`src/rtl/s_mem_rd_arbiter_if.sv`:
```
// s_mem_rd_arbiter_if: S memory read-port bundle shared by the EVP/EVB engines, the arbiter and the S memory.
// Defining S_ARB_PERF_EN adds the contention and forced-handover counter signals.
interface s_mem_rd_arbiter_if #(
  parameter int S_SIZE = 88,
  parameter int DATA_W = 16
);
  localparam int ADDR_W = (S_SIZE <= 1) ? 1 : $clog2(S_SIZE);
  logic [7:0]        instr;
  logic              req_evp, req_evb, gnt_evp, gnt_evb, rd_en_S, rvalid_evp, rvalid_evb, addr_err;
  logic [ADDR_W-1:0] addr_evp, addr_evb, rd_addr_S;
  logic [DATA_W-1:0] rd_data_S, rd_data;
`ifdef S_ARB_PERF_EN
  logic [15:0]       contend_cnt;
  logic [7:0]        handover_cnt;
  modport slave (
    input  instr, req_evp, addr_evp, req_evb, addr_evb, rd_data_S,
    output gnt_evp, gnt_evb, rd_en_S, rd_addr_S, rd_data, rvalid_evp, rvalid_evb, addr_err,
           contend_cnt, handover_cnt
  );
  modport master (
    output instr, req_evp, addr_evp, req_evb, addr_evb, rd_data_S,
    input  gnt_evp, gnt_evb, rd_en_S, rd_addr_S, rd_data, rvalid_evp, rvalid_evb, addr_err,
           contend_cnt, handover_cnt
  );
`else
  modport slave (
    input  instr, req_evp, addr_evp, req_evb, addr_evb, rd_data_S,
    output gnt_evp, gnt_evb, rd_en_S, rd_addr_S, rd_data, rvalid_evp, rvalid_evb, addr_err
  );
  modport master (
    output instr, req_evp, addr_evp, req_evb, addr_evb, rd_data_S,
    input  gnt_evp, gnt_evb, rd_en_S, rd_addr_S, rd_data, rvalid_evp, rvalid_evb, addr_err
  );
`endif
endinterface

```
`src/rtl/s_mem_rd_arbiter.sv`:
```
// s_mem_rd_arbiter: round-robin, burst-limited sharing of the S memory read port between EVP and EVB.
// Defining S_ARB_PERF_EN adds saturating contention (16b) and forced-handover (8b) counters.
module s_mem_rd_arbiter #(
  parameter int S_SIZE    = 88,
  parameter int DATA_W    = 16,
  parameter int MAX_BURST = 16
) (
  input logic               clk,
  input logic               rst,
  s_mem_rd_arbiter_if.slave bus
);
  localparam int ADDR_W = (S_SIZE <= 1) ? 1 : $clog2(S_SIZE);
  localparam int CNT_W = $clog2(MAX_BURST + 1);
  localparam logic [7:0] I_EVP = 8'd1, I_EVB = 8'd2, I_RST = 8'd3;
  typedef enum logic [1:0] {IDLE, OWN_EVP, OWN_EVB} state_t;
  state_t            state_q, state_d;
  logic              last_q, last_d;
  logic [CNT_W-1:0]  cnt_q, cnt_d;
  logic              rd_en_q, tag_q, rv_evp_q, rv_evb_q, err_q;
  logic [ADDR_W-1:0] rd_addr_q, addr_o;
  logic              flush, cap, own_evp, own_evb, req_o, req_y, issue, in_rng, at_max, yield;
  assign flush   = bus.instr == I_RST;
  assign cap     = (bus.instr == I_EVP) || (bus.instr == I_EVB);
  assign own_evp = state_q == OWN_EVP;
  assign own_evb = state_q == OWN_EVB;
  assign req_o   = (own_evp & bus.req_evp) | (own_evb & bus.req_evb);
  assign req_y   = (own_evp & bus.req_evb) | (own_evb & bus.req_evp);
  assign addr_o  = own_evp ? bus.addr_evp : bus.addr_evb;
  assign issue   = req_o & ~flush;
  assign in_rng  = int'(addr_o) < S_SIZE;
  assign at_max  = cnt_q >= CNT_W'(MAX_BURST - 1);
  assign yield   = req_y & cap;
  // last_q=1 means EVB owned last, so EVP wins the next tie
  always_comb begin
    state_d = state_q;
    last_d  = last_q;
    cnt_d   = cnt_q;
    if (flush) begin
      state_d = IDLE;
      cnt_d   = '0;
    end else if (state_q == IDLE) begin
      if (cap && (bus.req_evp || bus.req_evb))
        state_d = (bus.req_evp && (!bus.req_evb || last_q)) ? OWN_EVP : OWN_EVB;
    end else if (!req_o || (at_max && yield)) begin
      state_d = yield ? (own_evp ? OWN_EVB : OWN_EVP) : IDLE;
      last_d  = own_evb;
      cnt_d   = '0;
    end else if (cnt_q != CNT_W'(MAX_BURST)) begin
      cnt_d = cnt_q + 1'b1;
    end
  end
  always_ff @(posedge clk or negedge rst) begin
    if (!rst) begin
      state_q   <= IDLE;
      last_q    <= 1'b1;
      cnt_q     <= '0;
      rd_en_q   <= 1'b0;
      rd_addr_q <= '0;
      tag_q     <= 1'b0;
      rv_evp_q  <= 1'b0;
      rv_evb_q  <= 1'b0;
      err_q     <= 1'b0;
    end else begin
      state_q  <= state_d;
      last_q   <= last_d;
      cnt_q    <= cnt_d;
      rd_en_q  <= issue & in_rng;
      err_q    <= issue & ~in_rng;
      rv_evp_q <= rd_en_q & ~tag_q & ~flush;
      rv_evb_q <= rd_en_q & tag_q & ~flush;
      if (issue && in_rng) begin
        rd_addr_q <= addr_o;
        tag_q     <= own_evb;
      end
    end
  end
  assign bus.gnt_evp    = own_evp;
  assign bus.gnt_evb    = own_evb;
  assign bus.rd_en_S    = rd_en_q;
  assign bus.rd_addr_S  = rd_addr_q;
  assign bus.rd_data    = DATA_W'(bus.rd_data_S);
  assign bus.rvalid_evp = rv_evp_q;
  assign bus.rvalid_evb = rv_evb_q;
  assign bus.addr_err   = err_q;
`ifdef S_ARB_PERF_EN
  logic [15:0] contend_q;
  logic [7:0]  handover_q;
  always_ff @(posedge clk or negedge rst) begin
    if (!rst) begin
      contend_q  <= '0;
      handover_q <= '0;
    end else if (flush) begin
      contend_q  <= '0;
      handover_q <= '0;
    end else begin
      if ((own_evp | own_evb) && bus.req_evp && bus.req_evb && !(&contend_q)) contend_q <= contend_q + 1'b1;
      if (req_o && at_max && yield && !(&handover_q)) handover_q <= handover_q + 1'b1;
    end
  end
  assign bus.contend_cnt  = contend_q;
  assign bus.handover_cnt = handover_q;
`endif
endmodule
```
`src/flat_wrapper.sv`:
```
// flat-port wrapper written by rule: the top's interface ports become plain ports
module s_mem_rd_arbiter_flat 
#(
  parameter int S_SIZE    = 88,
  parameter int DATA_W    = 16,
  parameter int MAX_BURST = 16
)
  (clk, rst, bus_instr, bus_req_evp, bus_addr_evp, bus_req_evb, bus_addr_evb, bus_rd_data_S, bus_gnt_evp, bus_gnt_evb, bus_rd_en_S, bus_rd_addr_S, bus_rd_data, bus_rvalid_evp, bus_rvalid_evb, bus_addr_err);
  s_mem_rd_arbiter_if #(.S_SIZE(S_SIZE), .DATA_W(DATA_W)) bus_i ();
  input logic clk;
  input logic rst;
  input wire logic [$bits(bus_i.instr)-1:0] bus_instr;
  input wire logic [$bits(bus_i.req_evp)-1:0] bus_req_evp;
  input wire logic [$bits(bus_i.addr_evp)-1:0] bus_addr_evp;
  input wire logic [$bits(bus_i.req_evb)-1:0] bus_req_evb;
  input wire logic [$bits(bus_i.addr_evb)-1:0] bus_addr_evb;
  input wire logic [$bits(bus_i.rd_data_S)-1:0] bus_rd_data_S;
  output wire logic [$bits(bus_i.gnt_evp)-1:0] bus_gnt_evp;
  output wire logic [$bits(bus_i.gnt_evb)-1:0] bus_gnt_evb;
  output wire logic [$bits(bus_i.rd_en_S)-1:0] bus_rd_en_S;
  output wire logic [$bits(bus_i.rd_addr_S)-1:0] bus_rd_addr_S;
  output wire logic [$bits(bus_i.rd_data)-1:0] bus_rd_data;
  output wire logic [$bits(bus_i.rvalid_evp)-1:0] bus_rvalid_evp;
  output wire logic [$bits(bus_i.rvalid_evb)-1:0] bus_rvalid_evb;
  output wire logic [$bits(bus_i.addr_err)-1:0] bus_addr_err;
  assign bus_i.instr = bus_instr;
  assign bus_i.req_evp = bus_req_evp;
  assign bus_i.addr_evp = bus_addr_evp;
  assign bus_i.req_evb = bus_req_evb;
  assign bus_i.addr_evb = bus_addr_evb;
  assign bus_i.rd_data_S = bus_rd_data_S;
  assign bus_gnt_evp = bus_i.gnt_evp;
  assign bus_gnt_evb = bus_i.gnt_evb;
  assign bus_rd_en_S = bus_i.rd_en_S;
  assign bus_rd_addr_S = bus_i.rd_addr_S;
  assign bus_rd_data = bus_i.rd_data;
  assign bus_rvalid_evp = bus_i.rvalid_evp;
  assign bus_rvalid_evb = bus_i.rvalid_evb;
  assign bus_addr_err = bus_i.addr_err;
  s_mem_rd_arbiter #(.S_SIZE(S_SIZE), .DATA_W(DATA_W), .MAX_BURST(MAX_BURST)) u_core (.clk(clk), .rst(rst), .bus(bus_i));
endmodule
```
`config.mk`:
```
export PLATFORM = sky130hd
export DESIGN_NAME = s_mem_rd_arbiter_flat
export DESIGN_NICKNAME = d
export VERILOG_FILES = /design/src/rtl/s_mem_rd_arbiter_if.sv /design/src/rtl/s_mem_rd_arbiter.sv /design/src/flat_wrapper.sv
export SDC_FILE = /design/constraint.sdc
export NUM_CORES = 1
export LEC_CHECK = 0
export CAP_MARGIN = 0
export CORE_AREA = 2 2 61 63
export DETAILED_ROUTE_END_ITERATION = 6
export DIE_AREA = 0 0 63 65
export GPL_TIMING_DRIVEN = 0
export PLACE_DENSITY = 0.88
export SLEW_MARGIN = 20
export SYNTH_ARGS = -nofsm -noshare
export SYNTH_HDL_FRONTEND = slang
export SYNTH_SLANG_ARGS = --single-unit
```
`constraint.sdc`:
```
create_clock -name clk -period 2.58 [get_ports clk]
set_clock_uncertainty 0.05 [all_clocks]
set_input_delay 0.387 -clock clk [delete_from_list [all_inputs] [get_ports clk]]
set_output_delay 0.387 -clock clk [all_outputs]
set_load 0.005 [all_outputs]
```
==> results.yml <==
place:
  dp_slack_ns: 0.0474
  portBuffers: 54
  routabilityCongestion: 0.810
  post-dp-hpwl_um: 2300
  dp.cells: 226
  place_area_mm2: 0.00190
yosys:
  syn_nets: 169
  synth.largest_area_cell: "dfrtp_1"
  synth_cells: 124
  synth.avg_cell_area_um2: 10.5
  post_synth_num_cell_types: 42
  ys_seq_elements: 20
  netlist_top_cells_area: "dfrtp_1 (37%), mux2_2 (11%), buf_4 (9.8%)"
  ys_warn_count: 0
  netlist_area_mm2: 0.00130
  synth_top_area_share_pct: 36.6
  ys_seq_area_share_pct: 38.7
sta:
  grt_setup_unrepaired: "false"
  drv_slew: 0
  setup_slack_ns: 0.283
  hold_viol: 0
  whs_ns: 0.405
  relSlewSlack_pct: 39.1
  finalCritPeriodShare_pct: 89.0
  tns_ns: 0
  tightest_slew_ns: 0.911
  period_needed_ns: 2.30
  setup_viol: 0
  max_freq_mhz: 435
layout:
  layout-drive-gt1-share_pct: 25.7
  utilization_pct: 56.2
  fillers: 313
  antenna_cells: 0
  nets: 229
  fin_area_mm2: 0.00197
  areaGrowthSynthToFinish_pct: 51.5
  finalNonFillerCells: 231
  final_common_cell: "clkdlybuf4s50_1"
  final_cell_mix: "clkdlybuf4s50_1 (54), buf_4 (18), dfrtp_1 (18)"
clock_network:
  clockBufferDepth: 2
  tritoncts: "yes"
  htree_levels: 1
  cts_sinks: 20
  clk-insertion-delay-late_ns: 0.31
  cts_hold_buf: 0
  cts-root-buf: "clkbuf_4"
  numCtsBuffers: 3
  cts.clk_slew.worst_paths_ns: 0.12
power_and_ir_drop:
  power.internal_mw: 0.895
  ir_drop_v: 0.000319
  power.leakage_nw: 0.828
  seq_power_share_pct: 38.8
  clockPowerShare_pct: 20.9
  combPwrFrac_pct: 40.4
  power_density_mw_per_mm2: 640
  power_mw: 1.26
  switchingPower_mw: 0.363
  switching_share_pct: 28.9
drt:
  routedLengthMet1_um: 1290
  first_iter_violations: 69
  dr_wl_met2_um: 1530
  wl_per_cell_um: 13.1
  wl_met3_um: 176
  routed_wl_um: 3020
  dr.max_layer_used: "met4"
  postRouteAntennaNets: 0
  routed_via_density: 4.96
  vias: 1146
  drc: 0
  drtPass1Iterations: 4
die:
  die_h_um: 65
  initial_core_util_pct: 37.1
  die-width_um: 63
  core_area_mm2: 0.00350
  die_area_mm2: 0.00410
  ioPinCount: 71
  rows: 22
global_routing:
  grt_pass1_wl_um: 4940
  grt_pass1_vias: 1100
  grt_antenna_before_repair: 0
  grtUsageTotal_pct: 15.2
  grt_max_degree: 21
  grt_overflow_total: 0
outcome:
  status: "finished clean"
setup_path:
  cp.arrival_ns: 2.46
  cpPeakStageDelay_ns: 0.43
  crit_slowest_cell: "dfrtp_2"
  crit_type: "register to register"
  start_kind: "register"
  cp_common_cell: "ha_1"
  cp_cell_sequence: "ha_1 -> inv_1 -> nor3_1 -> ha_1 -> nor2_1 -> a22oi_1 -> o211ai_1 -> buf_4 -> and3_1 -> a221o_1"
  endpoint_kind: "register"
  crit_fanout: 6
  required_ns: 2.74
hold_path:
  hold_path.class: "register to register"
job:
  cap_violations: 0
-- critical path, delay by kind of cell, from the launching register on --
kind | cells | cell delay, ns
fa+ha+maj | 2 | 0.32
compound gates | 3 | 0.78
buf+inv | 2 | 0.23
flops | 1 | 0.43
simple gates | 3 | 0.37
-- power groups by stage --
stage | Combinational, mW | Clock [mW] | Sequential (mW)
global placement | 0.499 | 0 | 0.489
floorplan | 0.262 | 0 | 0.485
global route | 0.555 | 0.279 | 0.507
detailed placement | 0.510 | 0 | 0.493
finish | 0.508 | 0.262 | 0.488
CTS | 0.512 | 0.271 | 0.487
-- cell usage after synthesis (all sizes together) --
master and number:
a211oi 1, a21o 1, a21oi 3, a221o 1, a22o 1, a22oi 2, a31o 1, a31oi 6
and2b 1, and3 4, and4 1, buf 18, clkbuf 1, dfrtp 19, dfstp 1, ha 3
inv 7, mux2 13, nand2 5, nand2b 3, nand3 2, nand3b 2, nand4 2, nor2 6
nor2b 1, nor3 4, nor3b 1, nor4 2, o211ai 1, o21a 3, o22a 1, o22ai 1
o2bb2ai 2, o32a 1, o32ai 1, or4 1, xor2 1
-- registers in the layout, summed over array words and instances (netlist names) --
register	flops
u_core.bus.addr_err	1
u_core.bus.rd_addr_S	7
u_core.bus.rd_en_S	1
u_core.bus.rvalid_evb	1
u_core.bus.rvalid_evp	1
u_core.cnt_q	5
u_core.last_q	1
u_core.state_q	2
u_core.tag_q	1
-- per-layer routing --
metal  track usage, %  vias to the layer above
met5                0                        -
met4             6.39                        0
met3             2.95                        4
met2             24.9                       41
met1             19.5                      538
li1                 -                      563
-- cells by family (layout without fill, tap and decap cells) --
| logic type | after synthesis | after routing | synth area share (%) |
|---|---|---|---|
| compound gates | 26 | 26 | 15.2 |
| xor+xnor | 1 | 1 | 0.675 |
| fa+ha+maj | 3 | 3 | 2.89 |
| buf+inv | 26 | 85 | 13.1 |
| flops | 20 | 20 | 38.7 |
| mux | 13 | 13 | 11.3 |
| simple gates | 35 | 35 | 18.1 |
-- layout make-up --
| type | count | area [µm²] | share of cell area (%) |
|---|---|---|---|
| clock inverters | 1 | 30.0 | 1.53 |
| multi-input cells | 78 | 632 | 32.1 |
| inverters | 7 | 26.3 | 1.34 |
| clock buffers | 3 | 22.5 | 1.15 |
| plain buffers | 19 | 144 | 7.32 |
| repair buffers | 55 | 548 | 27.9 |
| flip-flops and latches | 20 | 503 | 25.6 |
| well taps | 48 | 60.1 | 3.06 |
-- final timing paths --
kind                            startpoint               endpoint  slack, ns  depth (start not counted)
max in group asynchronous              rst        u_core.cnt_q[0]       1.35                          1
min in group asynchronous              rst  u_core.bus.rvalid_evb       0.52                          1
max                        u_core.cnt_q[0]      u_core.state_q[1]       0.28                         10
min                           u_core.tag_q  u_core.bus.rvalid_evp       0.40                          1
max reg2reg                u_core.cnt_q[0]      u_core.state_q[1]       0.28                         10
min reg2reg                   u_core.tag_q  u_core.bus.rvalid_evp       0.40                          1
-- what timing repair did --
action                     in CTS  in global routing
buffers inserted                0                  1
resized for setup               0                  2
setup endpoints to repair       0                  1
(Power assumes the default switching activity.)
